File: src/rtl/round_off.sv
// rtl/round_off.sv - posit(32,3) rounding stage: round-to-nearest-even with exponent/regime carry
module round_off (
  input  logic        clk,
  input  logic        rst_n,
  input  logic        start,
  input  logic [63:0] shifted_mantissa,
  input  logic [5:0]  k_out,
  input  logic [2:0]  exp_out,
  input  logic        sign_out,
  output logic [31:0] mantissa_out,
  output logic [5:0]  k_final,
  output logic [2:0]  exp_final,
  output logic        sign_final,
  output logic        done
);

  typedef enum logic [1:0] {
    S_IDLE     = 2'd0,
    S_ROUND    = 2'd1,
    S_COMPLETE = 2'd2
  } state_t;

  state_t      r_state;

  // Operands captured in IDLE; the datapath only ever looks at these copies.
  logic [63:0] r_sm;
  logic [5:0]  r_k;
  logic [2:0]  r_exp;
  logic        r_sign;

  // Registered results, held until the next ROUND.
  logic [31:0] r_mant;
  logic [5:0]  r_kf;
  logic [2:0]  r_ef;
  logic        r_sf;
  logic        r_done;

  logic [6:0]  w_rl;
  logic [4:0]  w_fw;
  logic [5:0]  w_gidx;
  logic [5:0]  w_lidx;
  logic        w_guard;
  logic        w_sticky;
  logic        w_lsb;
  logic        w_round_up;
  logic [31:0] w_keep_mask;
  logic [31:0] w_kept;
  logic [32:0] w_inc;
  logic [32:0] w_sum;
  logic [31:0] w_mant_n;
  logic [5:0]  w_k_n;
  logic [2:0]  w_e_n;

  // Regime run length and the fraction width left over in a 32-bit posit.
  always_comb begin
    w_rl = 7'd0;
    w_fw = 5'd0;
    if (r_k[5]) begin
      // -k, computed in 7 bits so k = -32 yields +32 without overflow
      w_rl = (7'd0 - {r_k[5], r_k}) + 7'd1;
    end else begin
      w_rl = {1'b0, r_k} + 7'd2;
    end
    if (w_rl < 7'd28) begin
      w_fw = 5'd28 - w_rl[4:0];
    end
  end

  // Rounding fields. The kept fraction is handled MSB-aligned in a 32-bit word,
  // so a rounding increment is a 1 at bit (32 - fw); bit 32 of the sum is the
  // fraction overflow. With fw = 0 the kept word is empty and the increment is
  // exactly bit 32, so that case falls out as an overflow automatically.
  always_comb begin
    w_gidx      = 6'd63 - {1'b0, w_fw};
    w_lidx      = w_gidx + 6'd1;
    w_guard     = r_sm[w_gidx];
    w_sticky    = |(r_sm & ((64'd1 << w_gidx) - 64'd1));
    w_lsb       = (w_fw == 5'd0) ? r_exp[0] : r_sm[w_lidx];
    w_round_up  = w_guard & (w_sticky | w_lsb);
    w_keep_mask = ~(32'hFFFF_FFFF >> w_fw);
    w_kept      = r_sm[63:32] & w_keep_mask;
    w_inc       = 33'd1 << (6'd32 - {1'b0, w_fw});
    w_sum       = {1'b0, w_kept} + w_inc;
  end

  // Apply the round-up and ripple any fraction overflow into exponent then regime.
  always_comb begin
    w_mant_n = w_kept;
    w_k_n    = r_k;
    w_e_n    = r_exp;
    if (w_round_up) begin
      if (w_sum[32]) begin
        w_mant_n = 32'd0;
        if (r_exp == 3'd7) begin
          if (r_k == 6'd31) begin
            // Largest regime already: saturate instead of wrapping to k = -32.
            w_k_n = 6'd31;
            w_e_n = 3'd7;
          end else begin
            w_k_n = r_k + 6'd1;
            w_e_n = 3'd0;
          end
        end else begin
          w_e_n = r_exp + 3'd1;
        end
      end else begin
        w_mant_n = w_sum[31:0];
      end
    end
  end

  // Control FSM with registered outputs; done is set on entry to COMPLETE.
  always_ff @(posedge clk or negedge rst_n) begin
    if (!rst_n) begin
      r_state <= S_IDLE;
      r_sm    <= 64'd0;
      r_k     <= 6'd0;
      r_exp   <= 3'd0;
      r_sign  <= 1'b0;
      r_mant  <= 32'd0;
      r_kf    <= 6'd0;
      r_ef    <= 3'd0;
      r_sf    <= 1'b0;
      r_done  <= 1'b0;
    end else begin
      case (r_state)
        S_IDLE: begin
          if (start) begin
            r_sm    <= shifted_mantissa;
            r_k     <= k_out;
            r_exp   <= exp_out;
            r_sign  <= sign_out;
            r_state <= S_ROUND;
          end
        end
        S_ROUND: begin
          r_mant  <= w_mant_n;
          r_kf    <= w_k_n;
          r_ef    <= w_e_n;
          r_sf    <= r_sign;
          r_done  <= 1'b1;
          r_state <= S_COMPLETE;
        end
        S_COMPLETE: begin
          if (!start) begin
            r_done  <= 1'b0;
            r_state <= S_IDLE;
          end
        end
        default: begin
          r_done  <= 1'b0;
          r_state <= S_IDLE;
        end
      endcase
    end
  end

  assign mantissa_out = r_mant;
  assign k_final      = r_kf;
  assign exp_final    = r_ef;
  assign sign_final   = r_sf;
  assign done         = r_done;

endmodule

File: config.mk
export PLATFORM = sky130hd
export DESIGN_NAME = round_off
export DESIGN_NICKNAME = d
export VERILOG_FILES = /design/src/rtl/round_off.sv
export SDC_FILE = /design/constraint.sdc
export NUM_CORES = 1
export LEC_CHECK = 0
export ABC_AREA = 1
export CORE_MARGIN = 2
export CORE_UTILIZATION = 35
export CTS_BUF_LIST = sky130_fd_sc_hd__clkbuf_2
export DETAILED_ROUTE_END_ITERATION = 10
export GPL_TIMING_DRIVEN = 0
export SLEW_MARGIN = 5
export SYNTH_ARGS = -nofsm -noshare
export SYNTH_HDL_FRONTEND = slang
export SYNTH_SLANG_ARGS = --single-unit
export TNS_END_PERCENT = 100
File: constraint.sdc
create_clock -name clk -period 5.9 [get_ports clk]
set_input_delay 1.18 -clock clk [delete_from_list [all_inputs] [get_ports clk]]
set_output_delay 1.18 -clock clk [all_outputs]
set_load 0.05 [all_outputs]
# After elaboration in Yosys (flattened, before gate mapping)
# Index checks and enable logic that the tools add are counted.
# word_totals
reg_bits	119
inputBits	77
out_inout_bits	43
elab_cells	67
# classes
add_sub_neg	11
magnitude_cmp	3
n_eq_ne	6
n_shift	3
n_mux	22
bitwise_logic	6
reduce_logical	6
# ops
op	n
64-bit bitwise AND	1
32-bit two-way mux	2
64-bit OR reduction	1
1-bit by 6-bit << shifter with 64-bit output, first input constant	1
64-bit by 1-bit subtractor with 64-bit output, second input constant	1
32-bit by 33-bit adder with 33-bit output	1
1-bit by 6-bit << shifter with 33-bit output, first input constant	1
32-bit bitwise AND	1
32-bit NOT	1
32-bit by 5-bit right shift with 32-bit output, first input constant	1
6-bit two-way mux	4
6-bit by 7-bit less-than comparator with 1-bit output, second input constant	2
6-bit by 1-bit adder with 6-bit output, second input constant	2
1-bit binary-select mux with 6-bit select	2
3-bit two-way mux	4
6-bit by 5-bit subtractor with 6-bit output, first input constant	2
6-bit by 2-bit adder with 7-bit output, second input constant	1
7-bit by 1-bit adder with 7-bit output, second input constant	1
7-bit by 5-bit less-than comparator with 1-bit output, second input constant	1
7-bit two-way mux	1
1-bit by 6-bit subtractor with 7-bit output, first input constant	1
6-bit by 5-bit equality test with 1-bit output, second input constant	1
2-bit case mux with 3 select lines	1
2-bit AND reduction	3
other kinds (15)	20

# Logic depth before layout (Yosys ltp)
# depth
ltp_word	13
ltp_mapped	37

# Least setup slack after synthesis
# No wires, ideal clock.
# synth_path
path_kind	reg-to-reg
start	register r_k[1]
end	register r_kf[5], in the netlist k_final[5]
arrival_time_ps	5429
t_required_ps	5782
slack_ps	353
stages_incl_launch_ff	36
synth_period_minus_slack_ps	5547
cell_sequence	dfrtp_1 inv_1 ha_1 nand2_1 o21ai_0 nand2_1 nand3_1 nand2_2 nand2_4 nand2_2 buf_4 buf_2 buf_2 ha_1 inv_1 ha_1 clkbuf_1 inv_1 buf_1 nand3_1 nor2_1 ha_1 nand3_1 nand2_1 a31oi_1 o21ai_0 a21oi_1 o21bai_1 nand3_1 a22o_1 nand2_2 buf_2 o21ai_0 nand3b_1 nand3_1 nand2_1
# synth_via
elab_chain_len	13
elab_cells_between_ends	33
classes_between	add/sub: 10; order compare: 1; eq/ne: 1; shift: 3; mux: 11; bitwise: 5; reduce/logical: 2
# synth_rtl
item	line_no	text
start: declaration	27	logic [5:0] r_k;
start signal: assignment	130	r_k <= k_out;
1-bit by 6-bit subtractor with 7-bit output	60	w_rl = (7'd0 - {r_k[5], r_k}) + 7'd1;
7-bit by 1-bit adder with 7-bit output	60	
7-bit two-way mux	58	if (r_k[5]) begin
7-bit by 5-bit less-than comparator with 1-bit output / 5-bit subtractor (equally long branches)	64, 65	
5-bit two-way mux	64	if (w_rl < 7'd28) begin
6-bit by 5-bit subtractor with 6-bit output	74	w_gidx = 6'd63 - {1'b0, w_fw};
1-bit by 6-bit << shifter with 64-bit output / 6-bit by 1-bit adder with 6-bit output (equally long branches)	77, 75	
64-bit by 1-bit subtractor with 64-bit output / 1-bit binary-select mux with 6-bit select (equally long branches)	77, 78	
64-bit bitwise AND / 1-bit two-way mux (equally long branches)	77, 78	
64-bit OR reduction / 1-bit two-way mux (equally long branches)	77, 78	
1-bit OR	79	w_round_up = w_guard & (w_sticky | w_lsb);
1-bit bitwise AND	79	
6-bit two-way mux *	91	if (w_round_up) begin
end signal: assignment	138	r_kf <= w_k_n;
end: declaration	33	logic [5:0] r_kf;
# Every way passes the cells marked *; elsewhere a longest branch is shown, timed or not. The select of a mux whose other input is x is not followed.
# A chain may end at the register's enable or synchronous reset.

# Final worst setup path
# layout_path
start	register r_k[1]
end	register r_mant[29], in the netlist mantissa_out[29]
# layout_via
elab_chain_len	13
elab_cells_between_ends	29
classes_between	add/sub: 9; order compare: 1; shift: 3; mux: 9; bitwise: 5; reduce/logical: 2
# layout_rtl
item	line_no	text
1-bit by 6-bit subtractor with 7-bit output	60	
7-bit by 1-bit adder with 7-bit output	60	
7-bit two-way mux *	58	
7-bit by 5-bit less-than comparator with 1-bit output / 5-bit subtractor (equally long branches)	64, 65	
5-bit two-way mux *	64	
6-bit by 5-bit subtractor with 6-bit output	74	
1-bit by 6-bit << shifter with 64-bit output / 6-bit by 1-bit adder with 6-bit output (equally long branches)	77, 75	
64-bit by 1-bit subtractor with 64-bit output / 1-bit binary-select mux with 6-bit select (equally long branches)	77, 78	
64-bit bitwise AND / 1-bit two-way mux (equally long branches)	77, 78	
64-bit OR reduction / 1-bit two-way mux (equally long branches)	77, 78	
1-bit OR	79	
1-bit bitwise AND	79	
32-bit two-way mux *	91	
end signal: assignment	137	r_mant <= w_mant_n;
end: declaration	32	logic [31:0] r_mant;
# Marks and branches as above.

==> qor.tcl <==
set qor(grt_pass1_wl_um) 64740
set qor(fin_hold_ws_ns) 0.3309
set qor(worstHoldPathType) {primary input to asynchronous set/reset pin}
set qor(grt.overflow.total) 0
set qor(boundaryPins) 120
set qor(clkSlewWorstSetupHoldPaths_ns) 0.30
set qor(drv_cap) 0
set qor(vias_per_cell) 5.296
set qor(gr-usage-all-layers_pct) 26.79
set qor(worstPathArrival_ns) 6.22
set qor(post_layout_nonfiller_instances) 2253
set qor(dr_total_vias) 11930
set qor(first_global_vias) 11440
set qor(drtIter0Drc) 1210
set qor(grt_max_degree) 61
set qor(outcome) {completed}
set qor(drc) 0
set qor(ys_types) 48
set qor(die_w_um) 177.0
set qor(path_common_cell) {sky130_fd_sc_hd__nand3_1}
set qor(min_period_ns) 5.567
set qor(worst_skew_pair.late_latency_ns) 0.77
set qor(maximum_clock_frequency_ghz) 0.1796
set qor(gp_weighted_congestion) 1.025
set qor(ys_ff_latch) 119
set qor(synth_sequential_area_ratio_pct) 28.41
set qor(routed_wirelength_um) 41210
set qor(tightest_slew_ns) 0.9209
set qor(report.final.setup_viol) 0
set qor(crit_path_top_delay_cell) {sky130_fd_sc_hd__dfrtp_2}
set qor(placement.io_buffers) 119
set qor(timing.final.hold_violations) 0
set qor(num_rows) 63
set qor(cts_tree) {built}
set qor(slew_viol_final) 0
set qor(dominant_cell_type_by_area_after_synthesis) {sky130_fd_sc_hd__dfrtp_1}
set qor(synth_warnings) 0
set qor(crit_path_start_kind) {register}
set qor(synth_ff_type) {sky130_fd_sc_hd__dfrtp_1}
set qor(core-area_um2) 29560
set qor(synthToLayoutAreaGrowth_pct) 20.61
set qor(worstSetupEndpointType) {register}
set qor(avgRoutedWirePerCell_um) 18.29
set qor(cp_top_family) {simple AND/OR/NAND/NOR gates}
set qor(place_hpwl_um) 32430
set qor(setup_ws_ns) 0.3326
set qor(layout.cells.most_common) {sky130_fd_sc_hd__nand2_1}
set qor(worst_slew_margin_rel_pct) 38.61
set qor(most-common-layout-cells) {sky130_fd_sc_hd__nand2_1, sky130_fd_sc_hd__nand3_1, sky130_fd_sc_hd__inv_1}
set qor(cp_num_buf_inv) 6
set qor(grt_antenna_before_repair) 1
set qor(die_area_um2) 31340
set qor(clock_path_buffers) 2
set qor(dieHeight_um) 177.0
set qor(detailedPlace.worstSlack_ns) -1.460
set qor(endpoint_required_time_on_the_critical_path_ns) 6.56
set qor(critical_path_peak_fanout) 19
set qor(post_synth.cell_area_avg_um2) 6.143
set qor(placed_cell_area_um2) 12190
set qor(cts_max_level) 4
set qor(min_period_over_period_pct) 94.36
set qor(syn_nets) 1831
set qor(cts_root_buffer) {sky130_fd_sc_hd__clkbuf_2}
set qor(crit_path_max_incr_delay_ns) 0.45
set qor(synth_area_um2) 10480
set qor(antenna_violating_nets_post_route) 0
set qor(drive_above_1_share_pct) 8.056
set qor(initial_utilization_pct) 35.45
set qor(clock-skew-final_ns) 0.05544
set qor(post-synth-top-area-fraction_pct) 28.41
set qor(synth-edff-count) 0
set qor(cts_sinks) 119
set qor(dp.cells) 2216
set qor(instance_count_of_the_mapped_netlist) 1706
set qor(async_flop_share_pct) 100.0
set qor(cts-buffers-inserted) 17
set qor(design.final.nets) 1974
set qor(drtPass1Iterations) 7
set qor(synth.area.top_cells) {sky130_fd_sc_hd__dfrtp_1, sky130_fd_sc_hd__nand2_1, sky130_fd_sc_hd__nand3_1}
set qor(timing.setup.critical_path_class) {register to register}
set qor(final_cell_area_um2) 12640
[kinds of logic (layout without fill, tap and decap cells)]
| logic type | Yosys count | in the layout | share of synthesized area [%] |
|---|---|---|---|
| AOI/OAI and AO/OA | 275 | 275 | 14.51 |
| DFF | 119 | 119 | 28.41 |
| buffers and inverters | 272 | 428 | 10.48 |
| other | 0 | 1 | 0 |
| adders and majority gates | 48 | 48 | 5.802 |
| and+or+nand+nor | 989 | 989 | 40.54 |
| xor gates and xnor gates | 3 | 3 | 0.2508 |
[synth_stat cells, drive strengths merged, types with 11 or more instances]
library cell  instances
a21oi                81
buf                  35
clkbuf               36
dfrtp               119
ha                   47
inv                 196
nand2               528
nand3               225
nand3b               11
nand4                16
nor2                177
nor3                 19
o211ai               17
o21ai               141
[sequential cells by signal, summed over array words and instances (netlist names)]
signal	flops
done	1
exp_final	3
k_final	6
mantissa_out	32
r_exp	3
r_k	6
r_sign	1
r_sm	64
r_state	2
sign_final	1
[metal layers]
| metal | global-route usage (%) | share of wire [%] | wire (µm) |
|---|---|---|---|
| met1 | 37.48 | 46 | 18890 |
| met2 | 42.07 | 44 | 18040 |
| met3 | 4.596 | 7.6 | 3139 |
| met4 | 8.092 | 2.8 | 1134 |
| met5 | 0 | 0 | 0 |
[worst paths after layout]
path	slack [ns]	startpoint	cells past startpoint	end
setup / recovery	0.33	r_k[1]	33	mantissa_out[29]
hold / removal	0.33	rst_n	1	r_sm[62]
setup reg to reg	0.33	r_k[1]	33	mantissa_out[29]
hold reg to reg	0.51	mantissa_out[31]	2	mantissa_out[31]
max in group asynchronous	4.80	rst_n	2	done
min in group clk	0.51	mantissa_out[31]	2	mantissa_out[31]
[timing repair]
item                                    CTS  global route
setup buffers                             4             4
endpoints found under the setup margin   41            41
gates cloned                              0             0
pin swaps                                 0             3
resized for setup                        17            41
hold buffers                              0             0
[cell type report]
| cell class | count | area [µm²] |
|---|---|---|
| antenna | 1 | 2.502 |
| buffer | 67 | 360.3 |
| clock buffer | 17 | 85.08 |
| clock inverter | 15 | 152.6 |
| fill | 3237 | 16920 |
| inverter | 201 | 763.2 |
| multi-input combinational | 1315 | 6528 |
| sequential | 119 | 2980 |
| tap | 390 | 488.0 |
| timing repair buffer | 128 | 1280 |
[per-stage QoR]
step	utilization (%)	TNS (ns)
floorplan	-	0
global placement	41.13	-197.20
detailed placement	41.23	-56.21
CTS	42.24	-0.06229
global route	42.76	-0.008192
finish	42.76	0
Power is not shown: default switching activity piles up to over one toggle a cycle in this logic, so the estimate is an artifact.
